### src/rtl/mem_copy_engine.sv
// Memory-to-memory copy engine in front of the MemoryManager port.
// Copies `length` words from (src_sel, src_addr) to (dst_sel, dst_addr) one at a time:
// RD (present read address), RD_LAT WAIT cycles, WR (write captured word).
// Ports:
//   clk, rst            - clock, synchronous active-high reset
//   start, abort        - job request (sampled in IDLE) / cancel active job
//   src_sel/src_addr    - source bank and start address
//   dst_sel/dst_addr    - destination bank and start address
//   length              - number of words to copy
//   busy, done, error   - job active / completion pulse / rejected-request pulse
//   words_done          - words written in current or last job
//   mem_*               - MemoryManager address/select/write-enable/data port
module mem_copy_engine #(
  parameter  int unsigned DATA_W = 16,
  parameter  int unsigned ADDR_W = 16,
  parameter  int unsigned RD_LAT = 1,
  localparam int unsigned LEN_W  = 16,
  localparam int unsigned SEL_W  = 2
) (
  input  logic              clk,
  input  logic              rst,
  input  logic              start,
  input  logic [SEL_W-1:0]  src_sel,
  input  logic [ADDR_W-1:0] src_addr,
  input  logic [SEL_W-1:0]  dst_sel,
  input  logic [ADDR_W-1:0] dst_addr,
  input  logic [LEN_W-1:0]  length,
  input  logic              abort,
  output logic              busy,
  output logic              done,
  output logic              error,
  output logic [LEN_W-1:0]  words_done,
  output logic [ADDR_W-1:0] mem_address,
  output logic [SEL_W-1:0]  mem_select,
  output logic              mem_write_enable,
  output logic [DATA_W-1:0] mem_data_in,
  input  logic [DATA_W-1:0] mem_data_out
);

  localparam int unsigned CNT_W = 3;
  localparam logic [SEL_W-1:0] SEL_BAD = 2'b11;

  typedef enum logic [2:0] {IDLE, RD, WAIT, WR, FIN} state_t;

  state_t              r_state,      w_state;
  logic [SEL_W-1:0]    r_src_sel,    w_src_sel;
  logic [SEL_W-1:0]    r_dst_sel,    w_dst_sel;
  logic [ADDR_W-1:0]   r_src_addr,   w_src_addr;
  logic [ADDR_W-1:0]   r_dst_addr,   w_dst_addr;
  logic [LEN_W-1:0]    r_len,        w_len;
  logic [LEN_W-1:0]    r_words_done, w_words_done;
  logic [CNT_W-1:0]    r_wait_cnt,   w_wait_cnt;
  logic [DATA_W-1:0]   r_data,       w_data;
  logic                r_busy,       w_busy;
  logic                r_done,       w_done;
  logic                r_error,      w_error;
  logic [ADDR_W-1:0]   r_mem_address, w_mem_address;
  logic [SEL_W-1:0]    r_mem_select,  w_mem_select;
  logic                r_mem_we,      w_mem_we;
  logic [DATA_W-1:0]   r_mem_din,     w_mem_din;

  logic w_req_bad;
  logic w_last_wait;

  assign w_req_bad   = (src_sel == SEL_BAD) || (dst_sel == SEL_BAD);
  assign w_last_wait = (r_wait_cnt == CNT_W'(RD_LAT - 1));

  // Next state, datapath and output decode; outputs are registered from the next state
  always_comb begin
    w_state      = r_state;
    w_src_sel    = r_src_sel;
    w_dst_sel    = r_dst_sel;
    w_src_addr   = r_src_addr;
    w_dst_addr   = r_dst_addr;
    w_len        = r_len;
    w_words_done = r_words_done;
    w_wait_cnt   = r_wait_cnt;
    w_data       = r_data;
    w_error      = 1'b0;

    unique case (r_state)
      IDLE: begin
        if (start) begin
          if (w_req_bad) begin
            w_error = 1'b1;
          end else begin
            w_src_sel    = src_sel;
            w_dst_sel    = dst_sel;
            w_src_addr   = src_addr;
            w_dst_addr   = dst_addr;
            w_len        = length;
            w_words_done = '0;
            w_state      = (length == '0) ? FIN : RD;
          end
        end
      end
      RD: begin
        w_wait_cnt = '0;
        w_state    = abort ? IDLE : WAIT;
      end
      WAIT: begin
        if (abort) begin
          w_state = IDLE;
        end else if (w_last_wait) begin
          w_data  = mem_data_out;
          w_state = WR;
        end else begin
          w_wait_cnt = r_wait_cnt + CNT_W'(1);
        end
      end
      WR: begin
        // the write issued this cycle always lands, so it is counted even on abort
        w_words_done = r_words_done + LEN_W'(1);
        if (abort)                     w_state = IDLE;
        else if (w_words_done == r_len) w_state = FIN;
        else                           w_state = RD;
      end
      FIN:     w_state = IDLE;
      default: w_state = IDLE;
    endcase

    w_busy        = (w_state != IDLE);
    w_done        = (w_state == FIN);
    w_mem_address = '0;
    w_mem_select  = '0;
    w_mem_we      = 1'b0;
    w_mem_din     = '0;

    unique case (w_state)
      RD, WAIT: begin
        w_mem_address = w_src_addr + ADDR_W'(w_words_done);
        w_mem_select  = w_src_sel;
      end
      WR: begin
        w_mem_address = w_dst_addr + ADDR_W'(w_words_done);
        w_mem_select  = w_dst_sel;
        w_mem_we      = 1'b1;
        w_mem_din     = w_data;
      end
      default: ;
    endcase
  end

  // State and register update
  always_ff @(posedge clk) begin
    if (rst) begin
      r_state       <= IDLE;
      r_src_sel     <= '0;
      r_dst_sel     <= '0;
      r_src_addr    <= '0;
      r_dst_addr    <= '0;
      r_len         <= '0;
      r_words_done  <= '0;
      r_wait_cnt    <= '0;
      r_data        <= '0;
      r_busy        <= 1'b0;
      r_done        <= 1'b0;
      r_error       <= 1'b0;
      r_mem_address <= '0;
      r_mem_select  <= '0;
      r_mem_we      <= 1'b0;
      r_mem_din     <= '0;
    end else begin
      r_state       <= w_state;
      r_src_sel     <= w_src_sel;
      r_dst_sel     <= w_dst_sel;
      r_src_addr    <= w_src_addr;
      r_dst_addr    <= w_dst_addr;
      r_len         <= w_len;
      r_words_done  <= w_words_done;
      r_wait_cnt    <= w_wait_cnt;
      r_data        <= w_data;
      r_busy        <= w_busy;
      r_done        <= w_done;
      r_error       <= w_error;
      r_mem_address <= w_mem_address;
      r_mem_select  <= w_mem_select;
      r_mem_we      <= w_mem_we;
      r_mem_din     <= w_mem_din;
    end
  end

  assign busy             = r_busy;
  assign done             = r_done;
  assign error            = r_error;
  assign words_done       = r_words_done;
  assign mem_address      = r_mem_address;
  assign mem_select       = r_mem_select;
  assign mem_write_enable = r_mem_we;
  assign mem_data_in      = r_mem_din;

endmodule

### config.mk
export PLATFORM = sky130hd
export DESIGN_NAME = mem_copy_engine
export DESIGN_NICKNAME = d
export VERILOG_FILES = /design/src/rtl/mem_copy_engine.sv
export SDC_FILE = /design/constraint.sdc
export NUM_CORES = 1
export LEC_CHECK = 0
export ABC_CLOCK_PERIOD_IN_PS = 6000
export CORE_ASPECT_RATIO = 1.4
export CORE_MARGIN = 2
export CORE_UTILIZATION = 48
export DETAILED_ROUTE_END_ITERATION = 12
export GPL_TIMING_DRIVEN = 0
export PLACE_DENSITY = 0.83
export SLEW_MARGIN = 30
export SYNTH_ARGS = -nofsm -noshare
export SYNTH_HDL_FRONTEND = slang
export SYNTH_SLANG_ARGS = --single-unit
### constraint.sdc
create_clock -name clk -period 6 [get_ports clk]
set_clock_uncertainty 0.15 [all_clocks]
set_input_delay 0.9 -clock clk [delete_from_list [all_inputs] [get_ports clk]]
set_output_delay 0.9 -clock clk [all_outputs]
set_load 0.05 [all_outputs]
# == Word level (Yosys, flattened, before mapping) ==
# Index checks and enable logic that the tools add are counted.
# Widths: inputs -> output; s select.
# totals
register_bits,128
in_bits,72
out_inout_bits,54
word_cells,81
# classes
n_addsub,4
n_eq_ne,12
n_mux,34
bitwise,4
n_reduce_logical,11
# ops
op,n
$mux 16,11
$pmux 16 s2,2
$add 16x16->16,2
$mux 3,9
$add 16x1->16 const B,1
$eq 16x16->1,1
$logic_not 16->1,1
$mux 2,7
$eq 3x2->1 const B,4
$pmux 3 s4,1
$eq 3x1->1 const B,2
$logic_not 3->1,2
$pmux 3 s2,1
$reduce_and 3->1,2
$eq 2x2->1 const B,2
$ne 2x2->1 const B,2
$not 1->1,4
$pmux 2 s2,1
$reduce_or 2->1,2
$add 3x1->3 const B,1
$eq 3x3->1 const B,1
$reduce_bool 3->1,1
$reduce_or 3->1,1
$mux 1,2
2 further kinds,2

# == Longest topological paths before layout ==
# logic_depth
word_depth,8
ltp_mapped,16
mapped_depth_nobuf,14

# == Worst setup path before layout ==
# OpenSTA, ideal clock, no wires.
# synth_timing
path_kind,input to register
startpoint,in start
endpoint,"reg r_mem_address[15], in the netlist mem_address[15]"
setup_ns,0.086
arrival_ns,4.336
t_required_ns,5.764
slack_ns,1.429
path_stages,14
path_buffers,2
cell_sequence,nor4b_1 -> and2_1 -> clkbuf_1 -> clkbuf_1 -> mux2i_1 -> mux2i_1 -> ha_1 -> a211oi_1 -> o21bai_1 -> o21a_1 -> a2111oi_0 -> nor2b_1 -> o311a_1 -> a211oi_1
# synth_between
elab_chain_cells,5
word_cells_on_any_way,15
cone_classes,add/sub: 2; eq/ne: 3; mux: 9; reduce/logical: 1
# synth_rtl
element,line,source
start: declaration,22,"input logic start,"
"parallel branches: the longest is 4 deep, another holds $add 16x16->16",--,
$pmux 16 s2 *,129,unique case (w_state)
end signal: assignment,176,r_mem_address <= w_mem_address;
end: declaration,57,"logic [ADDR_W-1:0] r_mem_address, w_mem_address;"
# Mark *: on every way between the ends.
# A chain may end at the register's enable or synchronous reset.

# == Final worst setup path ==
# Same ends and word-level chain as after synthesis.

==> run metrics <==
relative slew slack 46.2%; initial antenna violation count 0; Num CTS Buffers 9; worst min path class reg -> reg; CTS tree built; Post-layout nets 854; Post-Synthesis Cells 628; CTS max path bufs 2; shortest period the worst path allows 5.50 ns; max-slew violations 0; root buffer cell clkbuf_16; ys async rst share 0%; I/O pins 126; Least-Margin Pin Slew 0.806 ns; setup ws final 0.500 ns; worst setup path class in -> reg; clk sinks 112; layout cells sized above 1 3.91%; cts-stage hold buffer count 0; DIE WIDTH 93.7 microns; CP Capture Type register; Placed Area 6830 sq um; Final Hold Viols 0; die footprint 12100 sq um; Pint 1.26 mW; synthesized cell area 5410 sq um; Yosys top cell by area dfxtp_1; critical path required time 6.11 ns; warning count from the yosys run 0; flip-flop and latch area 2240 sq um; total of max-cap violations 0; leakage 2.76 nW; Post-Route Setup TNS 0 ns; sequential area share after synthesis 41.4%; Max VDD drop 0.000154 V; multi-input logic area 2980 sq um; fin crit share 91.7%; net load switching power 0.422 mW; detailed-placement wirelength estimate 11.7 mm; clock-pin slew on the worst setup and hold paths 0.08 ns; # Post-CTS Setup Buffers 0; grt ovf 0; EDFF count, synth 0; combinational share of power 14.0%; net count after synthesis 719; routability cong. 0.908; RSZ-0062 raised after global routing false; cts repair resizes 0; iteration count of the initial detailed-routing pass 5; Starting DRT DRC Count 479; # diodes 0; htree depth 3; routed via count 5087; top_reg_cell synth dfxtp_1; num rows 45; via count of the first global-routing pass 4976; Final Instance Area 7160 sq um; clock latency on the worst-skew pair 0.35 ns; pwr/cell area 235 nW/um^2; Area Overhead vs Synth 32.3%; core area 10900 sq um; outcome completed; Routed WL 15.5 mm; vias per cell 5.60; largest net degree at the start of global routing 19; Initial Util 49.5%; Clock Power Share 39.4%; first-pass GRT wire length 23.9 mm; register share of total power 46.6%; pre-CTS setup slack 0.154 ns; fmax 0.182 GHz; mean routed wirelength per cell 17.0 microns; # setup viols final 0; average cell area after synthesis 8.61 sq um; CP arrival 5.61 ns; switching portion of total power 25.1%; port bufs 124; GRT Util Overall 25.2%; Synth cell types 56; area share of the largest cell type after synthesis 41.4%; crit start category primary input; Antenna Nets Post-Route 0; die height 130 microns; Hold Slack 0.319 ns; ranking of synthesized cells by area dfxtp_1 (41%), mux2i_1 (9.8%), nor2_1 (5.1%); FF+latch count, synth 112; crit path max fanout 10; drc violations 0; FILL cells 899
-- power by group through the flow --
stage                     Combinational [mW]  Sequential [mW]  Clock, mW
after floorplan                        0.122            0.812          0
after global placement                 0.224            0.797          0
after detailed placement               0.231            0.799          0
after CTS                              0.234            0.782      0.664
after global routing                   0.253            0.784      0.696
final                                  0.235            0.782      0.662
-- area by class of cell --
cell class	instances	share of cell area, %
Inverter	7	0.367
Tap cell	141	2.47
Multi-Input combinational cell	469	41.6
Sequential cell	112	31.3
Clock buffer	10	3.34
Timing Repair Buffer	124	17.3
Buffer	40	2.33
Clock inverter	5	1.22
-- cell usage after synthesis, types with 2 or more instances --
library cell / n
buf_2: 2
dfxtp_1: 112
a21o_1: 6
o21bai_1: 5
nor4_1: 7
nand2_1: 73
and4_1: 2
a31o_2: 2
o21a_1: 2
or2_2: 3
o21ai_0: 24
nor2b_1: 21
xor2_1: 12
and2_1: 4
and3_1: 4
o41ai_1: 3
a31oi_1: 8
buf_1: 3
nor4b_1: 2
nand4_1: 5
a211o_1: 6
clkbuf_1: 33
o31ai_1: 4
a21oi_1: 39
nor2_1: 74
inv_1: 7
or4_1: 2
xnor2_1: 18
mux2i_1: 53
nand2b_1: 6
nor3_1: 27
ha_1: 18
nand3_1: 15
a211oi_1: 4
-- worst max-delay path, cell delays in order --
cell	delay, ns
clkdlybuf4s50_1	0.48
nor4b_1	0.43
and2_1	0.19
clkbuf_1	0.34
clkbuf_1	0.66
mux2i_1	0.21
mux2i_1	0.32
ha_1	0.35
o211ai_1	0.20
o21bai_1	0.14
o21a_1	0.27
a2111oi_0	0.43
nor2b_1	0.15
o311a_1	0.31
a211oi_1	0.22
-- through the flow --
stage / instances / power, mW / util [%]
floorplan: 628 / 0.933 / -
global placement: 893 / 1.02 / 62.5
detailed placement: 893 / 1.03 / 62.5
CTS: 908 / 1.68 / 65.5
global route: 908 / 1.73 / 65.5
finish: 908 / 1.68 / 65.5
-- path summary, 6_finish.rpt --
kind	startpoint	end	slack, ns	cells past startpoint
worst max-delay path	start	mem_address[15]$_SDFF_PP0_	0.50	15
worst min register to register	r_dst_sel[1]$_SDFF_PP0_	r_dst_sel[1]$_SDFF_PP0_	0.32	2
worst min-delay path	r_dst_sel[1]$_SDFF_PP0_	r_dst_sel[1]$_SDFF_PP0_	0.32	2
worst max register to register	r_state[2]$_SDFF_PP0_	mem_address[15]$_SDFF_PP0_	0.95	15
-- metal layers --
metal / GRT usage, % / share of wire, % / vias up
met5: 0 / 0 / -
met1: 28.4 / 39 / 2387
met3: 4.59 / 4.7 / 56
li1: - / - / 2458
met4: 15.9 / 4.8 / 0
met2: 43.7 / 51 / 186
-- logic make-up (layout without fill, tap and decap cells) --
group / count (synthesis) / count (layout) / share of synthesized area, %
buffers and inverters: 47 / 186 / 3.52
muxes: 53 / 53 / 9.81
xor gates and xnor gates: 30 / 30 / 4.86
AOI/OAI and AO/OA: 114 / 114 / 13.5
DFF: 112 / 112 / 41.4
and+or+nand+nor: 253 / 253 / 22.3
adders and majority gates: 19 / 19 / 4.53
-- registers in the layout, summed over array words and instances (netlist names), 2 cells and up --
name / flops
r_dst_sel: 2
mem_data_in: 16
r_state: 3
words_done: 16
r_src_addr: 16
mem_address: 16
r_dst_addr: 16
mem_select: 2
r_wait_cnt: 3
r_src_sel: 2
r_len: 16
-- cells in the final DEF, fill, tap and decap left out, types with 2 or more instances in the layout --
cell,synthesis,final
a21o_1,6,6
bufinv_16,0,2
mux2i_1,53,53
dfxtp_1,112,112
o21ai_0,24,24
buf_1,3,3
or4_1,2,2
nor3_1,27,27
o31ai_1,4,4
and3_1,4,4
nor4_1,7,7
xnor2_1,18,18
clkdlybuf4s50_1,0,124
clkbuf_2,0,2
clkbuf_1,33,31
nand2b_1,6,6
o21bai_1,5,5
o21a_1,2,2
ha_1,18,18
and2_1,4,4
a31oi_1,8,8
buf_2,2,2
a31o_2,2,2
a211oi_1,4,4
inv_1,7,7
xor2_1,12,12
nor2_1,74,74
clkbuf_16,0,9
nor2b_1,21,21
nand2_1,73,73
a21oi_1,39,39
or2_2,3,3
nor4b_1,2,2
nand4_1,5,5
o41ai_1,3,3
a211o_1,6,6
nand3_1,15,15
and4_1,2,2
Note: power is estimated with default switching activity, not from simulation.
